<file path="config.mk">
export PLATFORM = sky130hd
export DESIGN_NAME = ops_stream_arbiter
export DESIGN_NICKNAME = d
export VERILOG_FILES = /design/src/rtl/ops_pkg.sv /design/src/rtl/rr_arbiter.sv /design/src/rtl/ops_stream_arbiter.sv
export SDC_FILE = /design/constraint.sdc
export NUM_CORES = 1
export LEC_CHECK = 0
export ABC_CLOCK_PERIOD_IN_PS = 1800
export CAP_MARGIN = 15
export CORE_AREA = 2 2 104 106
export DETAILED_ROUTE_END_ITERATION = 16
export DIE_AREA = 0 0 106 108
export REMOVE_ABC_BUFFERS = 1
export SYNTH_ARGS = -nofsm -noshare
export SYNTH_HDL_FRONTEND = slang
export SYNTH_SLANG_ARGS = --single-unit
</file>
<file path="constraint.sdc">
create_clock -name aclk -period 1.8 [get_ports aclk]
set_input_delay 0.27 -clock aclk [delete_from_list [all_inputs] [get_ports aclk]]
set_output_delay 0.27 -clock aclk [all_outputs]
set_load 0.005 [all_outputs]
</file>
<file path="src/rtl/ops_pkg.sv">
// Shared types for the operations stream arbiter: opcode encoding, arbiter
// state encoding and the opcode clean-up helper.
package ops_pkg;

    typedef enum logic [2:0] {
        ADD  = 3'b000,
        MUL  = 3'b001,
        MIN  = 3'b010,
        MAX  = 3'b011,
        MEAN = 3'b100,
        AND  = 3'b101,
        PASS = 3'b111
    } op_e;

    typedef enum logic [1:0] {
        IDLE,
        SETUP,
        SEND,
        DRAIN
    } arb_state_e;

    localparam logic [2:0] OP_INVALID = 3'b110;

    // The undefined encoding is steered to pass-through so the reduction unit
    // never sees an opcode it cannot decode.
    function automatic logic [2:0] op_sanitize(input logic [2:0] op);
        logic [2:0] res;
        if (op == OP_INVALID) begin
            res = PASS;
        end else begin
            res = op;
        end
        return res;
    endfunction

endpackage

</file>
<file path="src/rtl/rr_arbiter.sv">
// Combinational round-robin picker: scans the request vector starting one
// slot after the previous owner and returns the first hit as one-hot + index.
module rr_arbiter #(
    parameter int unsigned R = 2
) (
    input  logic [R-1:0]         i_req,
    input  logic [$clog2(R)-1:0] i_last,
    output logic [R-1:0]         o_gnt,
    output logic [$clog2(R)-1:0] o_idx
);

    localparam int unsigned IW = $clog2(R);

    logic [IW-1:0] w_k;

    // First requester found after i_last (wrapping) wins.
    always_comb begin
        o_gnt = '0;
        o_idx = '0;
        w_k   = '0;
        for (int unsigned i = 1; i <= R; i++) begin
            w_k = IW'((32'(i_last) + i) % R);
            if (o_gnt == '0 && i_req[w_k]) begin
                o_gnt[w_k] = 1'b1;
                o_idx      = w_k;
            end
        end
    end

endmodule

</file>
<file path="src/rtl/ops_stream_arbiter.sv">
// Packet-level round-robin arbiter in front of a single `operations` unit.
// A granted requester keeps opSelect/inputSelect locked from SETUP until its
// result stream has drained; results are steered back to that requester only.
// Optional watchdog: define OPS_ARB_WATCHDOG_EN to build the stall counter.
module ops_stream_arbiter
    import ops_pkg::*;
#(
    parameter int unsigned N       = 4,
    parameter int unsigned P       = 1,
    parameter int unsigned R       = 2,
    parameter int unsigned TIMEOUT = 1024
) (
    input  logic                   aclk,
    input  logic                   aresetn,
    input  logic [R*16*P*N-1:0]    req_idata,
    input  logic [R-1:0]           req_ivalid,
    input  logic [R-1:0]           req_istart,
    input  logic [R-1:0]           req_ilast,
    output logic [R-1:0]           req_iready,
    input  logic [3*R-1:0]         req_op,
    input  logic [N*R-1:0]         req_sel,
    output logic [16*P-1:0]        rsp_odata,
    output logic [R-1:0]           rsp_ovalid,
    input  logic [R-1:0]           rsp_oready,
    output logic                   rsp_ostart,
    output logic                   rsp_olast,
    output logic [2:0]             op_opSelect,
    output logic [N-1:0]           op_inputSelect,
    output logic [16*P*N-1:0]      op_idata,
    output logic                   op_ivalid,
    output logic                   op_istart,
    output logic                   op_ilast,
    input  logic                   op_iready,
    input  logic [16*P-1:0]        op_odata,
    input  logic                   op_ovalid,
    input  logic                   op_ostart,
    input  logic                   op_olast,
    output logic                   op_oready,
    output logic [$clog2(R)-1:0]   grant_id,
    output logic                   busy,
    output logic                   err
);

    localparam int unsigned GW = $clog2(R);
    localparam int unsigned DW = 16 * P * N;

    arb_state_e    r_state, w_state_d;
    logic [GW-1:0] r_last_grant;
    logic [GW-1:0] r_grant_id;
    logic [2:0]    r_op_sel;
    logic [N-1:0]  r_in_sel;
    logic          r_olast_seen;

    logic [R-1:0]  w_elig;
    logic [R-1:0]  w_gnt_oh;
    logic [GW-1:0] w_gnt_idx;
    logic          w_grant;
    logic          w_done;
    logic          w_olast_set;

`ifdef OPS_ARB_WATCHDOG_EN
    localparam int unsigned WdW = $clog2(TIMEOUT + 1);
    logic [WdW-1:0] r_wd_cnt;
    logic           r_err;
    logic           w_any_hs;
    logic           w_wd_hit;
`endif

    // Only a packet head may win arbitration; mid-packet beats never do.
    assign w_elig = req_ivalid & req_istart;

    rr_arbiter #(
        .R (R)
    ) u_rr (
        .i_req  (w_elig),
        .i_last (r_last_grant),
        .o_gnt  (w_gnt_oh),
        .o_idx  (w_gnt_idx)
    );

    // Zero-latency data paths; qualifiers are gated by the FSM below.
    assign op_idata       = req_idata[32'(r_grant_id)*DW +: DW];
    assign rsp_odata      = op_odata;
    assign rsp_ostart     = op_ostart;
    assign rsp_olast      = op_olast;
    assign op_opSelect    = r_op_sel;
    assign op_inputSelect = r_in_sel;
    assign grant_id       = r_grant_id;
    assign busy           = (r_state != IDLE);

    // Next state plus per-state steering of handshakes to the owner.
    always_comb begin
        w_state_d   = r_state;
        op_ivalid   = 1'b0;
        op_istart   = 1'b0;
        op_ilast    = 1'b0;
        op_oready   = 1'b0;
        req_iready  = '0;
        rsp_ovalid  = '0;
        w_grant     = 1'b0;
        w_done      = 1'b0;
        w_olast_set = 1'b0;
`ifdef OPS_ARB_WATCHDOG_EN
        w_any_hs    = 1'b0;
        w_wd_hit    = 1'b0;
`endif
        unique case (r_state)
            IDLE: begin
                // Drop any stray result beats while nobody owns the unit.
                op_oready = 1'b1;
                if (w_gnt_oh != '0) begin
                    w_grant   = 1'b1;
                    w_state_d = SETUP;
                end
            end
            SETUP: begin
                // Gives the registered opSelect mux inside `operations` a cycle.
                w_state_d = SEND;
            end
            SEND: begin
                op_ivalid              = req_ivalid[r_grant_id];
                op_istart              = req_istart[r_grant_id];
                op_ilast               = req_ilast[r_grant_id];
                req_iready[r_grant_id] = op_iready;
                rsp_ovalid[r_grant_id] = op_ovalid;
                op_oready              = rsp_oready[r_grant_id];
                if (op_ovalid && rsp_oready[r_grant_id] && op_olast) begin
                    w_olast_set = 1'b1;
                end
                if (req_ivalid[r_grant_id] && op_iready && req_ilast[r_grant_id]) begin
                    w_state_d = DRAIN;
                end
`ifdef OPS_ARB_WATCHDOG_EN
                w_any_hs = (req_ivalid[r_grant_id] & op_iready) |
                           (op_ovalid & rsp_oready[r_grant_id]);
`endif
            end
            DRAIN: begin
                if (r_olast_seen) begin
                    w_state_d = IDLE;
                    w_done    = 1'b1;
                end else begin
                    rsp_ovalid[r_grant_id] = op_ovalid;
                    op_oready              = rsp_oready[r_grant_id];
                    if (op_ovalid && rsp_oready[r_grant_id] && op_olast) begin
                        w_state_d = IDLE;
                        w_done    = 1'b1;
                    end
`ifdef OPS_ARB_WATCHDOG_EN
                    w_any_hs = op_ovalid & rsp_oready[r_grant_id];
`endif
                end
            end
            default: w_state_d = IDLE;
        endcase
`ifdef OPS_ARB_WATCHDOG_EN
        if ((r_state == SEND || r_state == DRAIN) && !w_any_hs && !w_done &&
            r_wd_cnt == WdW'(TIMEOUT - 1)) begin
            w_wd_hit  = 1'b1;
            w_state_d = IDLE;
            w_done    = 1'b1;
        end
`endif
    end

    // State register.
    always_ff @(posedge aclk or negedge aresetn) begin
        if (!aresetn) begin
            r_state <= IDLE;
        end else begin
            r_state <= w_state_d;
        end
    end

    // Grant context: locked at grant time, held until the packet retires.
    always_ff @(posedge aclk or negedge aresetn) begin
        if (!aresetn) begin
            r_grant_id <= '0;
            r_op_sel   <= 3'b000;
            r_in_sel   <= '0;
        end else if (w_grant) begin
            r_grant_id <= w_gnt_idx;
            r_op_sel   <= op_sanitize(req_op[3*w_gnt_idx +: 3]);
            r_in_sel   <= req_sel[N*w_gnt_idx +: N];
        end
    end

    // Remembers a result olast that finished before the input side did.
    always_ff @(posedge aclk or negedge aresetn) begin
        if (!aresetn) begin
            r_olast_seen <= 1'b0;
        end else if (w_grant) begin
            r_olast_seen <= 1'b0;
        end else if (w_olast_set) begin
            r_olast_seen <= 1'b1;
        end
    end

    // Round-robin pointer; reset value makes requester 0 win first.
    always_ff @(posedge aclk or negedge aresetn) begin
        if (!aresetn) begin
            r_last_grant <= GW'(R - 1);
        end else if (w_done) begin
            r_last_grant <= r_grant_id;
        end
    end

`ifdef OPS_ARB_WATCHDOG_EN
    // Stall counter: any handshake in either direction proves progress.
    always_ff @(posedge aclk or negedge aresetn) begin
        if (!aresetn) begin
            r_wd_cnt <= '0;
            r_err    <= 1'b0;
        end else begin
            r_err <= w_wd_hit;
            if ((r_state == SEND || r_state == DRAIN) && !w_any_hs && !w_done) begin
                r_wd_cnt <= r_wd_cnt + 1'b1;
            end else begin
                r_wd_cnt <= '0;
            end
        end
    end

    assign err = r_err;
`else
    assign err = 1'b0;
`endif

endmodule
</file>
==> qor.yml <==
outcome: "complete, but fails checks"
violations: "negative setup slack"
die_w_um: 106
busiest_layer: "met2"
cts_sinks: 12
drt_iter0_drc: 65
antenna_left: 0
synth.area.mux_share: 0.522
ys_async_sr_fraction: 1.00
hp-class: "in -> async"
synth_compound_area_frac: 0.0601
synth_area_leaders: "mux2_1, dfrtp_1, buf_4, mux2i_1, nor2_1"
yosys_warnings: 0
synth_cell_types: 28
reg2reg_to: "r_state[1]"
regToRegSetupSlack_ps: -130
grt.overflow.total: 0
rows: 37
yosysTopAreaCellShare: 0.446
crit_type: "reg -> out"
grt_usage: 0.224
synth_edf_count: 0
synth_ff_type: "dfrtp_1"
powerDensity_mw_per_mm2: 1140
use_met2: 0.400
required_ps: 1530
area_delta_synth_final_pct: 185
leakage_nw: 2.15
vias_per_cell: 4.30
netlist_top_cells_count: "mux2_1, buf_4, nor2_1"
syn_area_mm2: 0.00167
drcViolationCount: 0
nets: 602
maxCapViolations: 0
grt_pass1_wl_um: 18000
critPathLaunchType: "flop"
yosys.area_share.simple: 0.0781
die_y_um: 108
syn_inst: 172
antenna_found_initial: 8
cts_buffers: 3
synth_top_family_by_area: "multiplexers"
clock_skew_ps: 4.70
max_freq_mhz: 515
synthAdderAreaFrac: 0.0301
cts_root_buffer: "clkbuf_8"
clock_latency_ps: 240
grt_setup_unrepaired: "yes"
tritoncts: "yes"
dr.pass1.iters: 4
synth.yosys.seq_area_share: 0.181
grt_max_degree: 15
end_kind: "output pin"
via_count: 2431
tightest_slew_ps: 618
synth_seq_cells: 12
slew_headroom: 0.586
fin_ws_ps: -142
r2r_cells: 6
dp_cells: 532
met3_usage: 0.199
dieArea_mm2: 0.0114
vdd_ir_drop_max_mv: 0.548
fin_cells: 566
cts_buffer_depth: 2
place.port_buffers: 236
holdBufCountCts: 0
syn-mean-instance-area_um2: 9.68
drt_wl_total_um: 13700
finalWeightedCongestion: 0.790
period_needed_ps: 1940
htree_num_levels: 1
grt_pass1_vias: 2580
cp.arrival_ps: 1670
gr-usage-met1: 0.166
holdWs_ps: 415
yosysMostFrequentCell: "mux2_1"
synth_top_cell_by_area: "mux2_1"
synth_xor_area_frac: 0
setup.worst_path.end: "op_idata[25]"
final_layout_size_suffix_gt1_frac: 0.391
coreArea_mm2: 0.0102
ios: 272
dp_hpwl_um: 11400
initial_core_util: 0.163
crit_start: "grant_id"
n_fill_cell: 985
finalHoldViolCount: 0
critPathMaxFanout: 5
timing.rr.start: "grant_id"
setup_viol: 57
wire_per_inst_um: 24.1
clk_pin_slew_ps: 60
drv_slew: 0
finalCritPeriodShare: 1.08
-- power by group --
part / internal (W) / switching, W
registers: 0.000420 / 0.000100
logic: 0.00298 / 0.00158
clock network: 0.000193 / 0.000107
total: 0.00360 / 0.00179
-- cell usage in the layout, fill, tap and decap left out, types with 3 or more instances in the layout --
| master | count |
|---|---|
| clkbuf_2 | 12 |
| buf_2 | 11 |
| dfrtp_1 | 10 |
| mux2i_1 | 10 |
| inv_2 | 3 |
| clkdlybuf4s50_1 | 162 |
| buf_16 | 6 |
| nor2b_1 | 3 |
| buf_12 | 3 |
| nor2_1 | 13 |
| mux2_1 | 20 |
| mux2_4 | 46 |
| dlygate4sd2_1 | 13 |
| a21oi_1 | 9 |
| buf_8 | 3 |
| buf_4 | 19 |
| clkbuf_8 | 4 |
| diode_2 | 5 |
| buf_6 | 45 |
-- critical path, cell delays in order (launching register included) --
cell and delay, ps:
dfrtp_4 500, buf_6 140, buf_8 130, buf_16 140, buf_6 110, mux2_4 290
buf_6 110
-- how the worst min path moves through the flow --
stage / startpoint / to / slack [ps] / cells past startpoint
after detailed placement: op_opSelect[0] / op_opSelect[0] / 500 / 1
after global placement: op_opSelect[0] / op_opSelect[0] / 490 / 1
final: aresetn / op_opSelect[1] / 410 / 1
after CTS: aresetn / op_opSelect[1] / 430 / 1
after global routing: aresetn / op_opSelect[1] / 440 / 1
after floorplan: aresetn / grant_id / -30 / 0
-- what timing repair did --
action | 4_1_cts | 5_1_grt
gates resized for setup | 295 | 56
endpoints found under the hold margin | 0 | 0
setup endpoints to repair | 73 | 67
cloned | 6 | 2
setup buffers | 13 | 4
pin swaps | 1 | 2
-- per-layer routing --
metal,part of all wire,up-vias
met1,0.26,1098
li1,-,1109
met4,0.048,6
met5,0.0092,-
met3,0.19,30
met2,0.49,188
-- logic make-up (layout without fill, tap and decap cells) --
kind of cell,count (synthesis),after routing
compound gates,17,17
fa+ha+maj,4,4
buf+inv,34,287
flops,12,12
mux,78,78
other cells,1,6
simple gates,26,26
-- stage by stage --
| step | power, W | util | setup TNS, ps | setup slack, ps | cell area [um^2] |
|---|---|---|---|---|---|
| floorplan | 0.00174 | - | -58810 | -1320 | 1470 |
| global placement | 0.00376 | 0.408 | -148 | -60.8 | 4180 |
| detailed placement | 0.00379 | 0.408 | -187 | -81.9 | 4180 |
| CTS | 0.00501 | 0.448 | -5010 | -213 | 4590 |
| global route | 0.00570 | 0.463 | -5380 | -170 | 4730 |
| finish | 0.00538 | 0.463 | -3260 | -142 | 4740 |
-- state kept, by name, indices dropped and copies added (netlist names) --
| name | flops |
|---|---|
| r_last_grant | 1 |
| grant_id | 1 |
| op_inputSelect | 4 |
| r_state | 2 |
| r_olast_seen | 1 |
| op_opSelect | 3 |
-- area by class of cell --
| type | instances | area [um^2] | share of cell area |
|---|---|---|---|
| repair buffers | 278 | 2840 | 0.599 |
| multi-input cells | 126 | 1340 | 0.282 |
| flip-flops and latches | 12 | 305 | 0.0644 |
| well taps | 136 | 170 | 0.0359 |
| clock buffers | 4 | 55.1 | 0.0116 |
| inverters | 5 | 18.8 | 0.00396 |
| diodes | 5 | 12.5 | 0.00264 |
No activity file was read; power rests on OpenSTA's default activity.
